<file path="src/rtl/mem_pkg.sv">
// Shared types for the memory-access path: controller states, the held request
// and the RV32 load/store size encodings with the alignment screen.
package mem_pkg;

  typedef enum logic [1:0] {
    IDLE = 2'd0,
    WAIT = 2'd1,
    RESP = 2'd2
  } ctrl_state_t;

  typedef struct packed {
    logic        write;
    logic [31:0] addr;
    logic [31:0] wdata;
    logic [2:0]  funct3;
  } mem_req_t;

  localparam logic [1:0] SZ_BYTE = 2'b00;
  localparam logic [1:0] SZ_HALF = 2'b01;
  localparam logic [1:0] SZ_WORD = 2'b10;

  // funct3[1:0] == 2'b11 has no RV32 load/store meaning, so it is refused as well.
  function automatic logic is_misaligned(input logic [1:0] size, input logic [1:0] addr_lo);
    logic bad;
    case (size)
      SZ_BYTE: bad = 1'b0;
      SZ_HALF: bad = addr_lo[0];
      SZ_WORD: bad = (addr_lo != 2'b00);
      default: bad = 1'b1;
    endcase
    return bad;
  endfunction

endpackage

</file>
<file path="src/rtl/mem_access_ctrl.sv">
// Pipeline-side sequencer in front of the cache/memory subsystem: holds one access
// stable until ready, stalls the pipe meanwhile, screens misalignment and times out.
module mem_access_ctrl
  import mem_pkg::*;
#(
  parameter int TIMEOUT_CYCLES = 256,
  parameter int CNT_W          = 9
) (
  input  logic        clk_i,
  input  logic        rst_ni,
  input  logic        req_valid_i,
  input  logic        req_write_i,
  input  logic [31:0] req_addr_i,
  input  logic [31:0] req_wdata_i,
  input  logic [2:0]  req_funct3_i,
  output logic        stall_o,
  output logic        resp_valid_o,
  output logic [31:0] resp_rdata_o,
  output logic        resp_err_o,
  output logic [31:0] mem_addr_o,
  output logic [31:0] mem_wdata_o,
  output logic        mem_write_o,
  output logic        mem_read_o,
  output logic [2:0]  mem_funct3_o,
  input  logic        mem_ready_i,
  input  logic [31:0] mem_rdata_i
);

  localparam bit               TO_EN    = (TIMEOUT_CYCLES != 0);
  localparam logic [CNT_W-1:0] CNT_LAST = CNT_W'(TO_EN ? TIMEOUT_CYCLES - 1 : 0);

  ctrl_state_t      state_q, state_d;
  mem_req_t         req_q, req_d;
  logic [CNT_W-1:0] cnt_q, cnt_d;
  logic [31:0]      rdata_q, rdata_d;
  logic             err_q, err_d;
  logic             req_bad;

  assign req_bad = is_misaligned(req_funct3_i[1:0], req_addr_i[1:0]);

  always_comb begin
    state_d = state_q;
    req_d   = req_q;
    cnt_d   = cnt_q;
    rdata_d = rdata_q;
    err_d   = err_q;
    case (state_q)
      IDLE: begin
        if (req_valid_i) begin
          req_d.write  = req_write_i;
          req_d.addr   = req_addr_i;
          req_d.wdata  = req_wdata_i;
          req_d.funct3 = req_funct3_i;
          cnt_d        = '0;
          if (req_bad) begin
            // Refused without ever touching the memory strobes.
            state_d = RESP;
            rdata_d = '0;
            err_d   = 1'b1;
          end else begin
            state_d = WAIT;
          end
        end
      end
      WAIT: begin
        if (mem_ready_i) begin
          state_d = RESP;
          rdata_d = req_q.write ? 32'd0 : mem_rdata_i;
          err_d   = 1'b0;
        end else if (TO_EN && (cnt_q == CNT_LAST)) begin
          state_d = RESP;
          rdata_d = '0;
          err_d   = 1'b1;
        end else begin
          cnt_d = cnt_q + 1'b1;
        end
      end
      RESP: begin
        state_d = IDLE;
      end
      default: begin
        state_d = IDLE;
      end
    endcase
  end

  always_ff @(posedge clk_i or negedge rst_ni) begin
    if (!rst_ni) begin
      state_q <= IDLE;
      req_q   <= '0;
      cnt_q   <= '0;
      rdata_q <= '0;
      err_q   <= 1'b0;
    end else begin
      state_q <= state_d;
      req_q   <= req_d;
      cnt_q   <= cnt_d;
      rdata_q <= rdata_d;
      err_q   <= err_d;
    end
  end

  // Strobes decode straight from the state flop so an async reset drops them at once.
  assign mem_read_o   = (state_q == WAIT) && !req_q.write;
  assign mem_write_o  = (state_q == WAIT) && req_q.write;
  assign mem_addr_o   = req_q.addr;
  assign mem_wdata_o  = req_q.wdata;
  assign mem_funct3_o = req_q.funct3;

  assign stall_o      = ((state_q == IDLE) && req_valid_i) || (state_q == WAIT);
  assign resp_valid_o = (state_q == RESP);
  assign resp_rdata_o = rdata_q;
  assign resp_err_o   = err_q;

endmodule

</file>
<file path="config.mk">
export PLATFORM = sky130hd
export DESIGN_NAME = mem_access_ctrl
export DESIGN_NICKNAME = d
export VERILOG_FILES = /design/src/rtl/mem_pkg.sv /design/src/rtl/mem_access_ctrl.sv
export SDC_FILE = /design/constraint.sdc
export NUM_CORES = 1
export LEC_CHECK = 0
export CORE_ASPECT_RATIO = 1.25
export CORE_UTILIZATION = 44
export DETAILED_ROUTE_END_ITERATION = 7
export PLACE_DENSITY = 0.93
export REMOVE_ABC_BUFFERS = 1
export SYNTH_ARGS = -nofsm -noshare
export SYNTH_HDL_FRONTEND = slang
export SYNTH_SLANG_ARGS = --single-unit
</file>
<file path="constraint.sdc">
create_clock -name clk_i -period 2.6 [get_ports clk_i]
set_input_delay 0.78 -clock clk_i [delete_from_list [all_inputs] [get_ports clk_i]]
set_output_delay 0.78 -clock clk_i [all_outputs]
set_load 0.05 [all_outputs]
</file>
==> results of run 1 <==
## logic make-up (layout without fill, tap and decap cells)
group | after synthesis | after routing | share of synthesized area (%)
mux | 73 | 73 | 15.7
simple gates | 68 | 68 | 6.29
flops | 112 | 112 | 53.8
fa+ha+maj | 2 | 2 | 0.480
compound gates | 75 | 75 | 8.98
buf+inv | 127 | 270 | 14.8
## synth_stat cells (all sizes together)
cell type    n  area share [%]
clkbuf      15             1.1
dfrtp      112              54
or3          1            0.12
nand3        3            0.29
nor2         1           0.072
mux2i        5            0.96
nand2       42             3.0
inv         37             2.7
mux2        68              15
nand2b       1            0.12
nor4bb       1            0.19
nor3b        3            0.43
nor4b        1            0.17
ha           2            0.48
o211ai      32             4.6
or3b         1            0.17
o21ai       36             3.5
and3b        1            0.17
nor4         1            0.12
nor2b        2            0.24
o2bb2ai      1            0.17
or4          1            0.14
buf         75              11
o21bai       1            0.14
nor3         5            0.48
a21oi        3            0.29
or4b         1            0.19
o31ai        1            0.14
o32ai        1            0.17
and2         1            0.12
nand4        2            0.24
## final cells by class
class	instances	area (um^2)
clock buffers	10	229
clock inverters	6	68.8
fillers	913	4290
inverters	37	139
multi-input cells	218	1670
flip-flops and latches	112	2800
well taps	138	173
repair buffers	217	2180
## sequential cells by signal (all words and copies together), names as in the netlist
name / cells
cnt_q: 9
mem_addr_o: 32
mem_funct3_o: 3
mem_wdata_o: 32
req_q: 1
resp_err_o: 1
resp_rdata_o: 32
state_q: 2
## power by group through the flow
stage | Combinational (mW) | Sequential, mW | Clock, mW
final | 6.23 | 3.07 | 1.39
after global routing | 6.50 | 3.18 | 1.48
after CTS | 6.27 | 3.07 | 1.42
after detailed placement | 6.26 | 3.09 | 0
after global placement | 6.13 | 3.01 | 0
after floorplan | 1.31 | 5.72 | 0
## path summary, 6_finish.rpt
path,startpoint,end,slack (ns),depth (start not counted)
worst max-delay path,req_valid_i,stall_o,0.19,4
worst min-delay path,rst_ni,state_q[0]$_DFFE_PN0P_,0.40,1
worst max register to register,cnt_q[0]$_DFFE_PN0P_,cnt_q[6]$_DFFE_PN0P_,0.21,7
worst min register to register,cnt_q[4]$_DFFE_PN0P_,cnt_q[4]$_DFFE_PN0P_,0.49,1
max in group asynchronous,rst_ni,mem_wdata_o[8]$_DFFE_PN0P_,1.50,2
min in group clk_i,cnt_q[4]$_DFFE_PN0P_,cnt_q[4]$_DFFE_PN0P_,0.49,1
## what timing repair did
item | CTS | global route
setup endpoints to repair | 0 | 1
endpoints found under the hold margin | 0 | 0
gates resized for setup | 0 | 1
## critical path, stage by stage
cell             delay [ns]
clkdlybuf4s50_1        0.51
o21bai_2               0.08
inv_1                  0.06
buf_4                  0.20
## per-layer routing
layer  wire length (um)  track usage [%]
met5                  0                0
met4                369             9.47
met3                700             3.87
met2               6520             34.9
met1               4670             23.2
## metrics by stage
stage / area (um^2) / hold slack, ns
after global routing: 7270 / 0.436
after floorplan: 4580 / 0.446
final: 7270 / 0.402
after global placement: 6970 / 0.467
after detailed placement: 6970 / 0.492
after CTS: 7260 / 0.408
==> flow_metrics.tcl, run 1 <==
set metrics [dict create \
    postCtsHoldBufs 0 \
    gp_congestion 0.806 \
    timing.fmax_mhz 414 \
    place_ws_ns 0.0298 \
    postCtsSetupRepairBufs 0 \
    final_cell_mix "202 x clkdlybuf4s50_1, 112 x dfrtp_1, 68 x mux2_2" \
    drv_slew 0 \
    finalSetupViolCount 0 \
    worstPathRequired_ns 1.82 \
    seq_power_share_pct 28.7 \
    grt_usage_pct 19.8 \
    worst_slew_pin_slew_ns 0.540 \
    hold_path.class "input port to asynchronous set/reset pin" \
    finalPower_mw 10.7 \
    initial_core_util_pct 45.1 \
    port_buffers 207 \
    max-cap-violations 0 \
    diodes 0 \
    drt_iter0_markers 143 \
    period_minus_slack_ns 2.41 \
    grt_pass1_wl_mm 19.1 \
    p_sw_share_pct 48.0 \
    drive_gt1_share_pct 17.3 \
    via_per_inst 5.21 \
    dp_cells 722 \
    synthCells 457 \
    die_y_um 124 \
    path_max_fanout 3 \
    wl_mm 12.3 \
    leakage_nw 2.97 \
    worst_ir_drop_vdd_mv 0.690 \
    power_switching_mw 5.13 \
    synth_cell_types 34 \
    wire_per_inst_um 16.6 \
    yosys_warnings 0 \
    rsz0062_at_grt "no" \
    crit_path_end_kind "output port" \
    grt.overflow.total 0 \
    status "finished clean" \
    io_pins 208 \
    pwr-share-clk_pct 13.0 \
    syn_avg_cell_area_um2 11.4 \
    intPower_mw 5.56 \
    ctsHtreeMaxLevel 3 \
    fin_worst_skew_ns 0.00859 \
    rows 44 \
    critPathKind "input port to output port" \
    antenna_found_initial 0 \
    final_cell_count_no_fill 738 \
    clock_path_buffers 2 \
    design.core.area_um2 11600 \
    syn_area_um2 5210 \
    cts_buffers 9 \
    drcViolationCount 0 \
    timing.final.crit_share_pct 92.9 \
    clock-sinks 112 \
    clkLatencyLatePin_ns 0.34 \
    timing.slew.headroom_pct 63.9 \
    synth-seq-cells 112 \
    p_comb_share_pct 58.3 \
    fin_ws_ns 0.185 \
    drtPass1Iterations 4 \
    area_growth_pct 39.4 \
    grt_pass1_vias 3964 \
    seq_area_frac_synth_pct 53.8 \
    final_util_pct 62.9 \
    clk_pin_slew_ns 0.07 \
    layout_commonest_cell "clkdlybuf4s50_1" \
    final-hold-violation-count 0 \
    die_width_um 99.3 \
    cts_tree "yes" \
    cts_root_buf "clkbuf_16" \
    fin_nets 701 \
    vias 3845 \
    crit_arrival_ns 1.63 \
    die_area_um2 12300 \
    final_antenna_net_count 0 \
    hpwlAfterDp_mm 8.87 \
    setup_tns_ns 0 \
    power_density_nw_per_um2 1470 \
    critPathLaunchType "input port" \
    grt_max_degree 76 \
]
(Power assumes the default switching activity.)
==> inputs of run 2 (changes only) <==
--- a/config.mk
+++ b/config.mk
@@ -9,6 +9,7 @@
 export CORE_UTILIZATION = 44
 export DETAILED_ROUTE_END_ITERATION = 7
 export PLACE_DENSITY = 0.93
+export RECOVER_POWER = 50
 export REMOVE_ABC_BUFFERS = 1
 export SYNTH_ARGS = -nofsm -noshare
 export SYNTH_HDL_FRONTEND = slang
==> run 2 against run 1 <==
Net effect: critical path depth did not move; largest cell class unchanged; non-clock buffer count did not move; worst hold slack improved by 0.092 ns.
==> flow_metrics.tcl, run 2 (synthesis results as in run 1) <==
set metrics [dict create \
    status "finished clean" \
    initial_core_util_pct 45.1 \
    intPower_mw 5.53 \
    via_per_inst 5.23 \
    fin_worst_skew_ns 0.00846 \
    design.core.area_um2 11600 \
    io_pins 208 \
    fin_hold_ws_ns 0.494 \
    finalPower_mw 10.7 \
    drtPass1Iterations 4 \
    p_comb_share_pct 58.2 \
    critPathKind "input port to output port" \
    rsz0062_at_grt "no" \
    p_sw_share_pct 48.1 \
    power_density_nw_per_um2 1480 \
    critPathLaunchType "input port" \
    final_cell_count_no_fill 738 \
    area_growth_pct 38.7 \
    worst_slew_pin_slew_ns 0.953 \
    wire_per_inst_um 16.6 \
    drcViolationCount 0 \
    layout_commonest_cell "clkdlybuf4s50_1" \
    grt_usage_pct 19.8 \
    leakage_nw 2.95 \
    rows 44 \
    clock_path_buffers 2 \
    cts_root_buf "clkbuf_16" \
    worst_ir_drop_vdd_mv 0.690 \
    crit_path_end_kind "output port" \
    port_buffers 207 \
    fin_nets 701 \
    drt_iter0_markers 145 \
    hold_path.class "register to register" \
    timing.slew.headroom_pct 36.5 \
    die_width_um 99.3 \
    max-cap-violations 0 \
    timing.fmax_mhz 414 \
    crit_arrival_ns 1.63 \
    fin_area_um2 7230 \
    place_ws_ns 0.0298 \
    dp_cells 722 \
    clkLatencyLatePin_ns 0.34 \
    seq_power_share_pct 28.8 \
    period_minus_slack_ns 2.41 \
    drv_slew 0 \
    diodes 0 \
    worstPathRequired_ns 1.82 \
    placed_area_um2 6970 \
    hpwlAfterDp_mm 8.87 \
    clock-sinks 112 \
    final-hold-violation-count 0 \
    pwr-share-clk_pct 13.0 \
    final_antenna_net_count 0 \
    timing.final.crit_share_pct 92.9 \
    path_max_fanout 3 \
    cts_tree "yes" \
    antenna_found_initial 0 \
    final_util_pct 62.5 \
    gp_congestion 0.806 \
    wl_mm 12.3 \
    clk_pin_slew_ns 0.07 \
    die_y_um 124 \
    setup_tns_ns 0 \
    drive_gt1_share_pct 16.8 \
    die_area_um2 12300 \
    power_switching_mw 5.13 \
    num-fill-cells 923 \
    ctsHtreeMaxLevel 3 \
    grt.overflow.total 0 \
    final_cell_mix "202 x clkdlybuf4s50_1, 112 x dfrtp_1, 68 x mux2_2" \
    grt_max_degree 76 \
    cts_buffers 9 \
    vias 3860 \
    grt_pass1_wl_mm 19.1 \
    fin_ws_ns 0.185 \
    finalSetupViolCount 0 \
    grt_pass1_vias 3964 \
]
run 2: changes by cell type in the layout (fill, tap and decap cells not counted):
cell	before	now
or3b_2	0	1
buf_12	4	2
clkbuf_4	0	1
or3b_4	1	0
clkbuf_2	0	1
buf_4	11	7
buf_6	0	1
clkbuf_1	1	4
run 2: what timing repair did:
item	in CTS	in global routing
buffers inserted	0	0
setup endpoints to repair	0	1
resized for setup	0	1
hold buffers	0	0
run 2: worst paths after layout:
check	start	end	slack, ns	depth (start not counted)
worst max register to register	cnt_q[0]$_DFFE_PN0P_	cnt_q[6]$_DFFE_PN0P_	0.21	7
worst min-delay path	cnt_q[4]$_DFFE_PN0P_	cnt_q[4]$_DFFE_PN0P_	0.49	1
min in group asynchronous	rst_ni	state_q[0]$_DFFE_PN0P_	0.57	1
max in group asynchronous	rst_ni	mem_wdata_o[8]$_DFFE_PN0P_	0.62	2
worst min register to register	cnt_q[4]$_DFFE_PN0P_	cnt_q[4]$_DFFE_PN0P_	0.49	1
worst max-delay path	req_valid_i	stall_o	0.19	4
run 2: cell type report:
cell class / instances / area [um^2] / area share (%)
well taps: 138 / 173 / 2.39
clock buffers: 10 / 229 / 3.17
repair buffers: 217 / 2150 / 29.7
inverters: 37 / 139 / 1.92
flip-flops and latches: 112 / 2800 / 38.8
multi-input cells: 218 / 1670 / 23.1
clock inverters: 6 / 68.8 / 0.952
run 2: critical path, stage by stage:
cell	delay, ns
clkdlybuf4s50_1	0.52
o21bai_2	0.08
inv_1	0.06
buf_4	0.20
run 2: routing by layer:
| metal | track usage, % | vias up | share of wire (%) | wire, um |
|---|---|---|---|---|
| met2 | 34.9 | 162 | 53 | 6530 |
| li1 | - | 1758 | - | - |
| met3 | 3.87 | 35 | 5.3 | 655 |
| met4 | 9.47 | 0 | 3.3 | 400 |
| met5 | 0 | - | 0 | 0 |
| met1 | 23.2 | 1905 | 38 | 4690 |
run 2: power groups by stage:
stage               registers [mW]  logic, mW  clock network, mW
finish                        3.07       6.21               1.39
global route                  3.18       6.47               1.48
CTS                           3.07       6.27               1.42
detailed placement            3.09       6.26                  0
global placement              3.01       6.13                  0
floorplan                     5.72       1.31                  0
